File: src/rtl/bk_pkg.sv
// Shared types and constants for the backup-RAM sector server.
//   bk_state_t   - transfer state machine encoding
//   SECTOR_WORDS - 16-bit words per 512-byte sector
//   OOR_FILL     - word returned for reads of out-of-range sectors
package bk_pkg;

  typedef enum logic [3:0] {
    IDLE,
    ACKDLY,
    RD_REQ,
    RD_WAIT,
    RD_PUT,
    WR_ADDR,
    WR_CAP,
    WR_WAIT,
    FINISH
  } bk_state_t;

  localparam int          SECTOR_WORDS = 256;
  localparam logic [15:0] OOR_FILL     = 16'hFFFF;

endpackage

File: src/rtl/bk_sector_server.sv
// Responder side of the backup-RAM sector handshake.
// A sd_rd/sd_wr level request on sd_lba is acknowledged with sd_ack after
// ACK_DELAY cycles, then 256 words stream over the sd_buff_* bus. Each word
// is read from or written to a backing store through a toggle req/ack port.
//
// Ports:
//   clk_sys, reset          - clock, asynchronous active-high reset
//   sd_lba, sd_rd, sd_wr    - request: sector number, read / write level
//   sd_ack                  - transfer in progress
//   sd_buff_addr/dout/wr    - word index, read data, one-cycle data strobe
//   sd_buff_din             - write data, valid one cycle after addr changes
//   mem_addr/wdata/we       - store word address {lba, word}, data, direction
//   mem_req / mem_ack       - toggle handshake, done when equal
//   mem_rdata               - store read data, valid when ack matches req
//   busy                    - capture to return to IDLE
//   err                     - last captured sector was out of range (sticky)
module bk_sector_server
  import bk_pkg::*;
#(
  parameter int LBA_BITS  = 7,
  parameter int ACK_DELAY = 4
) (
  input  logic                  clk_sys,
  input  logic                  reset,
  input  logic [31:0]           sd_lba,
  input  logic                  sd_rd,
  input  logic                  sd_wr,
  output logic                  sd_ack,
  output logic [7:0]            sd_buff_addr,
  output logic [15:0]           sd_buff_dout,
  output logic                  sd_buff_wr,
  input  logic [15:0]           sd_buff_din,
  output logic [LBA_BITS+7:0]   mem_addr,
  output logic [15:0]           mem_wdata,
  output logic                  mem_we,
  output logic                  mem_req,
  input  logic                  mem_ack,
  input  logic [15:0]           mem_rdata,
  output logic                  busy,
  output logic                  err
);

  bk_state_t             state, state_nxt;
  logic                  is_rd;
  logic [LBA_BITS-1:0]   lba;
  logic [7:0]            word;
  logic [7:0]            dly_cnt;
  logic                  req_any;
  logic                  mem_match;
  logic                  dly_done;
  logic                  word_last;

  assign req_any   = sd_rd | sd_wr;
  assign mem_match = (mem_ack == mem_req);
  assign dly_done  = (dly_cnt == 8'(ACK_DELAY - 1));
  assign word_last = (word == 8'(SECTOR_WORDS - 1));

  always_ff @(posedge clk_sys or posedge reset) begin
    if (reset) state <= IDLE;
    else       state <= state_nxt;
  end

  always_comb begin
    state_nxt = state;
    case (state)
      IDLE:    if (req_any) state_nxt = ACKDLY;
      ACKDLY:  if (dly_done) state_nxt = is_rd ? RD_REQ : WR_ADDR;
      RD_REQ:  state_nxt = RD_WAIT;
      RD_WAIT: if (mem_match) state_nxt = RD_PUT;
      RD_PUT:  state_nxt = word_last ? FINISH : RD_REQ;
      WR_ADDR: state_nxt = WR_CAP;
      WR_CAP:  state_nxt = WR_WAIT;
      WR_WAIT: if (mem_match) state_nxt = word_last ? FINISH : WR_ADDR;
      FINISH:  state_nxt = IDLE;
      default: state_nxt = IDLE;
    endcase
  end

  // Read-side toggles are issued on entry to RD_REQ so a store with one
  // cycle of latency matches in RD_WAIT's first cycle (3 cycles per word).
  // With err set the store is never touched: no toggle means the ack still
  // matches, so the wait states fall straight through.
  always_ff @(posedge clk_sys or posedge reset) begin
    if (reset) begin
      is_rd        <= 1'b0;
      lba          <= '0;
      word         <= '0;
      dly_cnt      <= '0;
      sd_ack       <= 1'b0;
      sd_buff_addr <= '0;
      sd_buff_dout <= '0;
      sd_buff_wr   <= 1'b0;
      mem_addr     <= '0;
      mem_wdata    <= '0;
      mem_we       <= 1'b0;
      mem_req      <= 1'b0;
      busy         <= 1'b0;
      err          <= 1'b0;
    end else begin
      sd_buff_wr <= 1'b0;
      case (state)
        IDLE: begin
          if (req_any) begin
            is_rd   <= sd_rd;
            lba     <= sd_lba[LBA_BITS-1:0];
            err     <= ((sd_lba >> LBA_BITS) != 32'd0);
            word    <= '0;
            dly_cnt <= '0;
            busy    <= 1'b1;
          end
        end
        ACKDLY: begin
          dly_cnt <= dly_cnt + 8'd1;
          if (dly_done) begin
            sd_ack       <= 1'b1;
            sd_buff_addr <= '0;
            if (is_rd && !err) begin
              mem_req  <= ~mem_req;
              mem_we   <= 1'b0;
              mem_addr <= {lba, word};
            end
          end
        end
        RD_WAIT: begin
          if (mem_match) begin
            sd_buff_wr   <= 1'b1;
            sd_buff_addr <= word;
            sd_buff_dout <= err ? OOR_FILL : mem_rdata;
          end
        end
        RD_PUT: begin
          word <= word + 8'd1;
          if (word_last) begin
            sd_ack <= 1'b0;
            busy   <= 1'b0;
          end else if (!err) begin
            mem_req  <= ~mem_req;
            mem_we   <= 1'b0;
            mem_addr <= {lba, word + 8'd1};
          end
        end
        WR_CAP: begin
          if (!err) begin
            mem_wdata <= sd_buff_din;
            mem_req   <= ~mem_req;
            mem_we    <= 1'b1;
            mem_addr  <= {lba, word};
          end
        end
        WR_WAIT: begin
          if (mem_match) begin
            word <= word + 8'd1;
            if (word_last) begin
              sd_ack <= 1'b0;
              busy   <= 1'b0;
            end else begin
              sd_buff_addr <= word + 8'd1;
            end
          end
        end
        default: ;
      endcase
    end
  end

endmodule
File: config.mk
export PLATFORM = sky130hd
export DESIGN_NAME = bk_sector_server
export DESIGN_NICKNAME = d
export VERILOG_FILES = /design/src/rtl/bk_pkg.sv /design/src/rtl/bk_sector_server.sv
export SDC_FILE = /design/constraint.sdc
export NUM_CORES = 1
export LEC_CHECK = 0
export ABC_AREA = 1
export BUFFER_PORTS_ARGS = -buffer_cell sky130_fd_sc_hd__buf_2
export CAP_MARGIN = 20
export CORE_ASPECT_RATIO = 0.6
export CORE_MARGIN = 5
export CORE_UTILIZATION = 51
export DETAILED_ROUTE_END_ITERATION = 8
export GPL_ROUTABILITY_DRIVEN = 0
export PLACE_DENSITY = 0.79
export SKIP_LAST_GASP = 1
export SLEW_MARGIN = 20
export SYNTH_ARGS = -nofsm -noshare
export SYNTH_HDL_FRONTEND = slang
export SYNTH_SLANG_ARGS = --single-unit
File: constraint.sdc
create_clock -name clk_sys -period 4.33 [get_ports clk_sys]
set_clock_uncertainty 0.2 [all_clocks]
set_input_delay 0.866 -clock clk_sys [delete_from_list [all_inputs] [get_ports clk_sys]]
set_output_delay 0.866 -clock clk_sys [all_outputs]
set_load 0.01 [all_outputs]
Word level (Yosys, flattened, before mapping) --
Index checks and enable logic that the tools add are counted.
Storage, ports and cells: bits in registers 89, bits of input ports 69, output and inout port bits 61
Operators by class: bitwise operators 3, reductions and logical operators 19, eq/ne operators 19, mux-type cells 45, add/subtract/negate cells 2
Operators with widths (number):
- 15-bit 2-to-1 mux | 5
- 8-bit 2-to-1 mux | 6
- 8-bit one-hot mux with 3 select lines | 2
- 15-bit one-hot mux with 3 select lines | 1
- 4-bit one-hot mux with 8 select lines | 1
- 32-bit nonzero test | 1
- 4-bit 2-to-1 mux | 6
- 2-bit inequality test, second input constant | 9
- 1-bit 2-to-1 mux | 17
- 8-bit by 1-bit adder with 8-bit output, second input constant | 2
- 4-bit by 3-bit equality test with 1-bit output, second input constant | 4
- 16-bit 2-to-1 mux | 1
- 8-bit one-hot mux with 2 select lines | 1
- 1-bit one-hot mux with 3 select lines | 4
- 3-bit nonzero test | 4
- 4-bit by 2-bit equality test with 1-bit output, second input constant | 2
- 8-bit by 2-bit equality test with 1-bit output, second input constant | 1
- 8-bit equality test, second input constant | 1
- 2-bit AND reduction | 4
- 4-bit AND reduction | 2
- 3-bit AND reduction | 2
- 6-bit AND reduction | 1
- 5-bit AND reduction | 1
- 4-bit by 1-bit equality test with 1-bit output, second input constant | 1
- other kinds (8) | 9

Depth between registers and ports, before layout --
Gate-level depths: netlist of the first run.
word-level depth 5, gate-level depth with buffers 11

Worst setup path before layout of the first run --
OpenSTA, ideal clock, no wires.
path kind input to register, start point in sd_wr, end point reg dly_cnt[2], stages on the path 5, setup time 0.095 ns, arrival 1.763 ns, data required time 4.035 ns, slack 2.271 ns, buffers on the path 1, cells stage by stage or2_2 -> nand3_1 -> clkbuf_1 -> nand3_1 -> o31ai_1
Between the ends: longest elaborated chain between the ends 3
RTL lines:
- from (decl) | line bk_sector_server.sv:27 | input logic sd_wr,
- 1-bit OR | line bk_sector_server.sv:53 | assign req_any = sd_rd | sd_wr;
- 2-bit inequality test (no source line)
- 2-bit AND reduction (no source line)
- to (signal assigned) | line bk_sector_server.sv:113 | dly_cnt <= dly_cnt + 8'd1;
- to (decl) | line bk_sector_server.sv:47 | logic [7:0] dly_cnt;
No other way between the ends. A chain may end at the register's enable or synchronous reset.

Worst setup path in the final report of the first run --
start point reg err, end point out err
RTL lines:
- from (decl) | line bk_sector_server.sv:40 | output logic err
- from (signal assigned) | line bk_sector_server.sv:106 | err <= ((sd_lba >> LBA_BITS) != 32'd0);
No word-level cell between the ends.

==> impl_metrics.ini, run 1 <==
[power_and_ir_drop]
power_density_nw_per_um2 = 327
cellLeakagePower_nw = 2.83
netSwitchingFraction_pct = 21.2
p_seq_share_pct = 49.8
p_clk_share_pct = 44.6
p_int_mw = 1.36
net-switching-power_mw = 0.364
power.total_mw = 1.72
ir_drop_uv = 224
pwr-share-comb_pct = 5.6

[synth]
synth-seq-area-share_pct = 52.2
syn-num-nets = 581
syn-cell-area_um2 = 4270
synth-edff-count = 0
avgSynthCellArea_um2 = 8.36
synth_warnings = 0
synth_cell_types = 35
ys_async_sr_fraction_pct = 100
ys_ff_latch = 89
syn_inst = 510
synth_top_flop_cell = dfrtp_1

[timing]
worst-slew-pin-transition_ns = 0.734
fmax_mhz = 409
fin_crit_ns = 2.45
setup_viol = 0
relSlewSlack_pct = 51.1
rsz0062_at_grt = no
finalCritPeriodShare_pct = 56.5
slew_viol_final = 0
hold_viol = 0
tns_ns = 0
layout_setup_ws_ns = 1.88

[final_layout]
final_cell_area_um2 = 5260
nNetsFinal = 708
area_delta_synth_final_pct = 23.3
most-common-layout-cells = nand2_1 (184), buf_2 (129), dfrtp_1 (89), nor2_1 (67)
final_core_util_pct = 65.7
diodes = 0
drive_above_1_share_pct = 28.7
final_common_cell = nand2_1

[grt]
antenna_found_initial = 0
grt_pass1_wl_um = 17300
track_usage_pct = 20.9
grt-ovfl-total = 0
grt_max_degree = 62
grt_pass1_vias = 3720

[setup_path]
end_kind = primary output
path_max_fanout = 21
criticalPathCategory = flip-flop to primary output
slowest_stage = dfrtp_1
path_cells = buf_2
slowest_delay_ns = 0.79
regToRegStartpoint = state[1]
r2r-end = err
path_delay_family = flip-flops
cp-start-kind = flip-flop
worstPathArrival_ns = 1.38
cp_num_buf_inv = 1
worstPathRequired_ns = 3.26
r2r_cells = 6
r2r_setup_slack_ns = 2.05

[drt]
wl_per_cell_um = 14.2
drc = 0
routed_wl_um = 10600
drtIter0Drc = 394
ant_nets = 0
via_per_inst = 5.14
dr.pass1.iters = 5
vias = 3851

[placed_design]
placed_area_um2 = 4960
dp_hpwl_um = 7940
port_buffers = 129
post-place-ws_ns = 1.67

[cts]
cts_tree = done
htree_levels = 3
cts_resized = 0
post_cts_buffers = 0
cts_buffers = 9
insertion_delay_ns = 0.34
cts_root_buffer = clkbuf_16
hold_buffers = 0
clk_pin_slew_ns = 0.06
cts_sinks = 89
cts_buffer_depth = 2

[floorplanning]
start_util_pct = 53.3
die-area_um2 = 10400
die_x_um = 128
core_um2 = 8010
ios = 130
die_h_um = 80.8
row_count = 25

[min_path]
min_path_cells = 2
hold_class = flip-flop to flip-flop
hold_end = sd_buff_addr[6]
worst_hold_startpoint = sd_buff_addr[6]

[status]
outcome = finished, final reports clean

[flow_run]
max_cap_violations = 0
==> per-stage QoR <==
step           instances  hold WS (ns)
2_1_floorplan        510         0.249
3_3_place_gp         734         0.249
3_5_place_dp         734         0.256
4_1_cts              749         0.271
5_1_grt              749         0.287
6_report             749         0.266
==> worst max-delay path by stage <==
stage	slack [ns]	startpoint	depth (start not counted)	endpoint
after floorplan	0.96	reset	1	busy
after global placement	1.80	sd_wr	6	dly_cnt[6]
after detailed placement	1.67	sd_wr	6	dly_cnt[6]
after CTS	1.86	err	1	err
after global routing	1.80	err	1	err
final	1.88	err	1	err
==> area by class of cell <==
cell class | count | area, um2
fillers | 681 | 2750
flip-flops and latches | 89 | 2230
repair buffers | 131 | 661
inverters | 27 | 104
clock buffers | 13 | 250
well taps | 108 | 135
clock inverters | 2 | 38.8
multi-input cells | 379 | 1840
==> synth_stat cells, types with 5 or more instances <==
master	n	area, um2
a21oi_1	22	110
buf_2	6	30.0
dfrtp_1	89	2230
inv_1	22	82.6
inv_2	5	18.8
mux2_2	14	158
nand2_1	184	691
nand2_2	6	37.5
nand3_1	22	110
nor2_1	67	251
nor2_4	6	67.6
o21ai_0	21	105
==> kinds of logic after synthesis <==
family	count (synthesis)	share of synthesized area, %
and+or+nand+nor	302	30.5
adders and majority gates	2	0.587
buffers and inverters	42	4.66
muxes	16	4.22
AOI/OAI and AO/OA	53	6.57
xor gates and xnor gates	6	1.23
DFF	89	52.2
==> routing by layer <==
layer / part of all wire (%) / routed length (um) / global-route usage [%]
met4: 1.7 / 181 / 7.31
met3: 8.5 / 905 / 5.19
met2: 46 / 4940 / 33.9
met5: 0 / 0 / 0
met1: 43 / 4600 / 27.8
==> state kept, by name (all words and copies together) (netlist names) <==
name	cells
sd_buff_dout	16
mem_addr	15
state	4
err	1
mem_wdata	16
mem_req	1
word	8
sd_buff_addr	8
sd_buff_wr	1
sd_ack	1
is_rd	1
mem_we	1
lba	7
dly_cnt	8
busy	1
==> power by group through the flow <==
stage	clock network, mW	logic, mW	registers (mW)
floorplan	0	0.0308	0.881
global placement	0	0.0948	0.872
detailed placement	0	0.0979	0.873
CTS	0.778	0.0981	0.858
global route	0.812	0.108	0.859
finish	0.767	0.0957	0.858
No activity file was read; power rests on OpenSTA's default activity.
==> run 2: changes to the inputs <==
==> constraint.sdc (replaced) <==
create_clock -name clk_sys -period 2.4 [get_ports clk_sys]
set_clock_uncertainty 0.2 [all_clocks]
set_input_delay 0.48 -clock clk_sys [delete_from_list [all_inputs] [get_ports clk_sys]]
set_output_delay 0.48 -clock clk_sys [all_outputs]
set_load 0.01 [all_outputs]
==> run 2 against run 1 <==
  * First-iteration DRC count fell by 16%
  * Via count rose by 1.6%
  * Routed wire length rose by 1.9%
  * Critical endpoint is now mem_addr[7]
  * Largest cell class unchanged
  * Highest routed layer unchanged
==> impl_metrics.ini, run 2 (synthesis gave the netlist of run 1 again) <==
[cts]
cts_buffer_depth = 2
post_cts_buffers = 0
htree_levels = 3
clk_pin_slew_ns = 0.06
insertion_delay_ns = 0.34
hold_buffers = 1
cts_resized = 0
cts_buffers = 9
cts_sinks = 89
cts_root_buffer = clkbuf_16
cts_tree = done

[final_layout]
layout.area.seq_um2 = 2230
final_core_util_pct = 66.7
reg_top3 = mem_wdata x16, sd_buff_dout x16, mem_addr x15
most-common-layout-cells = nand2_1 (184), buf_2 (129), dfrtp_1 (89), nor2_1 (67)
finalNonFillerCells = 755
area_delta_synth_final_pct = 25.1
drive_above_1_share_pct = 29.4
multiInputGateArea_um2 = 1840
fillers = 687
diodes = 0
final_common_cell = nand2_1
nNetsFinal = 714

[grt]
track_usage_pct = 22.5
antenna_found_initial = 0
grt_pass1_vias = 3881
grt_pass1_wl_um = 18400
grt_max_degree = 34
grt-ovfl-total = 0

[drt]
via_per_inst = 5.18
dr.pass1.iters = 5
drtIter0Drc = 330
wl_per_cell_um = 14.3
drc = 0
ant_nets = 0
routed_wl_um = 10800
vias = 3912

[timing]
worst-slew-pin-transition_ns = 0.517
setup_viol = 0
rsz0062_at_grt = no
slew_viol_final = 0
fin_crit_ns = 2.18
fmax_mhz = 459
tns_ns = 0
relSlewSlack_pct = 65.4
hold_viol = 0
finalCritPeriodShare_pct = 90.8

[setup_path]
criticalPathCategory = flip-flop to flip-flop
worstPathArrival_ns = 2.26
r2r_setup_slack_ns = 0.22
cp-start-kind = flip-flop
endpoint = mem_addr[7]
path_max_fanout = 16
r2r-end = mem_addr[7]
regToRegStartpoint = word[0]
startpoint = word[0]
worstPathRequired_ns = 2.48
r2r_cells = 10
end_kind = flip-flop

[floorplanning]
die_x_um = 128
die-area_um2 = 10400
die_h_um = 80.8
core_um2 = 8010
row_count = 25
start_util_pct = 53.3
ios = 130

[placed_design]
dp_hpwl_um = 8190
place_inst = 739
port_buffers = 129

[min_path]
worst_hold_startpoint = sd_lba[2]
hold_class = primary input to flip-flop

[power_and_ir_drop]
cellLeakagePower_nw = 2.87
ir_drop_uv = 301
power_density_nw_per_um2 = 589

[flow_run]
max_cap_violations = 0

[status]
outcome = finished, final reports clean
## run 2: changes by cell type in the layout (fill, tap and decap cells not counted), sizes merged
cell | previous run | this run
buf | 131 | 136
clkinvlp | 0 | 2
clkinv | 1 | 0
dlygate4sd3 | 0 | 1
inv | 27 | 26
## run 2: final cells by class
cell class,instances,share of cell area (%)
clock inverter,2,0.703
tap,108,2.53
inverter,27,1.97
timing repair buffer,137,13.7
clock buffer,13,4.88
sequential,89,41.7
multi-input combinational,379,34.5
## run 2: layer usage
metal / track usage [%] / wire length, um / part of all wire, % / vias up
li1: - / - / - / 1886
met1: 30.1 / 4770 / 44 / 1835
met2: 35.6 / 5000 / 46 / 173
met3: 7.03 / 936 / 8.6 / 18
met4: 6.57 / 127 / 1.2 / 0
met5: 0 / 0 / 0 / -
## run 2: power by group
group	switching [mW]	internal (mW)	total, mW
clock	0.560	0.859	1.42
combinational	0.0916	0.0899	0.181
sequential	0.0148	1.53	1.55
total	0.666	2.48	3.15
## run 2: how the worst min path moves through the flow
stage,cells past startpoint,end
6_report,3,lba[2]
5_1_grt,3,lba[5]
3_3_place_gp,2,sd_buff_addr[3]
2_1_floorplan,2,lba[0]
3_5_place_dp,2,sd_buff_addr[7]
4_1_cts,3,lba[2]
## run 2: through the flow
stage / area (um2) / power [mW] / hold WS (ns) / setup WS [ns]
floorplan: 4270 / 1.65 / 0.249 / 0.576
global placement: 5030 / 1.75 / 0.250 / 0.399
detailed placement: 5030 / 1.76 / 0.254 / 0.294
CTS: 5340 / 3.17 / 0.124 / 0.241
global route: 5340 / 3.26 / 0.143 / 0.0452
finish: 5340 / 3.15 / 0.134 / 0.221
## run 2: worst max-delay path: stages (launching register included)
cell and delay (ns):
dfrtp_1 0.46, ha_1 0.30, nand3_2 0.12, inv_1 0.05, nand2_1 0.16, inv_1 0.09
nand2_2 0.10, nand2_2 0.07, nor2_4 0.37, nand2_1 0.10, nand2_1 0.09
==> run 3: changes to the inputs <==
--- a/config.mk
+++ b/config.mk
@@ -7,13 +7,15 @@
 export LEC_CHECK = 0
 export ABC_AREA = 1
 export BUFFER_PORTS_ARGS = -buffer_cell sky130_fd_sc_hd__buf_2
-export CAP_MARGIN = 20
+export CAP_MARGIN = 30
 export CORE_ASPECT_RATIO = 0.6
 export CORE_MARGIN = 5
 export CORE_UTILIZATION = 51
 export DETAILED_ROUTE_END_ITERATION = 8
 export GPL_ROUTABILITY_DRIVEN = 0
 export PLACE_DENSITY = 0.79
+export RECOVER_POWER = 50
+export SKIP_CTS_REPAIR_TIMING = 1
 export SKIP_LAST_GASP = 1
 export SLEW_MARGIN = 20
 export SYNTH_ARGS = -nofsm -noshare
==> run 3 against run 2 <==
  * Combinational power down 5%
  * Sequential share of layout area up 0.50 points
  * First-iteration DRC count down 0.61%
==> impl_metrics.ini, run 3 (synthesis gave the netlist of run 1 again) <==
[final_layout]
most-common-layout-cells = nand2_1 (184), buf_2 (92), dfrtp_1 (89), nor2_1 (67), clkbuf_1 (39)
reg_top3 = mem_wdata x16, sd_buff_dout x16, mem_addr x15
nNetsFinal = 714
diodes = 0
final_core_util_pct = 65.9
area_delta_synth_final_pct = 23.6
drive_above_1_share_pct = 23.6
final_cell_area_um2 = 5270
final_common_cell = nand2_1

[timing]
hold_slack_ns = 0.133
worst-slew-pin-transition_ns = 0.956
hold_viol = 0
setup_viol = 0
slew_viol_final = 0
relSlewSlack_pct = 35.9
tns_ns = 0
rsz0062_at_grt = no
finalCritPeriodShare_pct = 91.1
fin_crit_ns = 2.19
fmax_mhz = 457

[grt]
grt_pass1_wl_um = 18400
track_usage_pct = 22.5
grt_pass1_vias = 3869
grt-ovfl-total = 0
grt_max_degree = 34
antenna_found_initial = 0

[setup_path]
cp-start-kind = flip-flop
criticalPathCategory = flip-flop to flip-flop
path_max_fanout = 16
worstPathArrival_ns = 2.27
end_kind = flip-flop
worstPathRequired_ns = 2.48

[cts]
cts_buffers = 9
cts_tree = done
cts_buffer_depth = 2
htree_levels = 3
clk_pin_slew_ns = 0.06
insertion_delay_ns = 0.34
cts_root_buffer = clkbuf_16
cts_sinks = 89

[floorplanning]
die_h_um = 80.8
start_util_pct = 53.3
ios = 130
row_count = 25
die-area_um2 = 10400
core_um2 = 8010
die_x_um = 128

[placed_design]
port_buffers = 129
dp_hpwl_um = 8190
placed_area_um2 = 5030

[drt]
wl_per_cell_um = 14.4
dr.pass1.iters = 5
via_per_inst = 5.17
vias = 3903
drc = 0
drtIter0Drc = 328
routed_wl_um = 10900
ant_nets = 0

[power_and_ir_drop]
cellLeakagePower_nw = 2.74
ir_drop_uv = 300
power_density_nw_per_um2 = 595

[status]
outcome = finished, final reports clean

[min_path]
hold_class = primary input to flip-flop

[flow_run]
max_cap_violations = 0
run 3: cell count changes in the layout (fill, tap and decap cells not counted), sizes merged:
| cell | change |
|---|---|
| buf | -39 |
| clkbuf | +39 |
run 3: area by class of cell:
type / count / area, um2
tap: 108 / 135
clock buffer: 13 / 260
sequential: 89 / 2230
fill: 711 / 2730
inverter: 27 / 103
multi-input combinational: 379 / 1840
timing repair buffer: 137 / 672
clock inverter: 2 / 37.5
run 3: power by group:
part / internal, mW / switching (mW) / total [mW]
clock network: 0.859 / 0.560 / 1.42
registers: 1.53 / 0.0155 / 1.55
logic: 0.0807 / 0.0910 / 0.172
run 3: worst paths after layout:
path / start / to / slack [ns] / depth (start not counted)
max: word[0] / mem_addr[7] / 0.21 / 10
min: sd_lba[2] / lba[2] / 0.13 / 3
max reg2reg: word[0] / mem_addr[7] / 0.21 / 10
min reg2reg: lba[6] / mem_addr[14] / 0.27 / 2
max in group asynchronous: reset / mem_addr[4] / 0.37 / 4
min in group asynchronous: reset / mem_wdata[9] / 0.65 / 3
run 3: through the flow:
stage | instances | setup slack [ns] | power (mW)
floorplan | 510 | 0.576 | 1.65
global placement | 739 | 0.399 | 1.75
detailed placement | 739 | 0.294 | 1.76
CTS | 754 | 0.241 | 3.17
global route | 755 | 0.0452 | 3.26
finish | 755 | 0.213 | 3.14
run 3: critical path: stages, from the launching register on:
cell and delay [ns]:
dfrtp_1 0.46, ha_1 0.30, nand3_2 0.12, inv_1 0.05
nand2_1 0.16, inv_1 0.09, nand2_2 0.10, nand2_2 0.08
nor2_4 0.37, nand2_1 0.10, nand2_1 0.09
run 3: layer usage:
| layer | part of all wire [%] | up-vias | routed length (um) | global-route usage (%) |
|---|---|---|---|---|
| met2 | 45 | 167 | 4930 | 35.5 |
| met5 | 0 | - | 0 | 0 |
| li1 | - | 1887 | - | - |
| met3 | 8.8 | 18 | 957 | 7.03 |
| met4 | 1.1 | 0 | 124 | 6.57 |
| met1 | 45 | 1831 | 4860 | 30.1 |
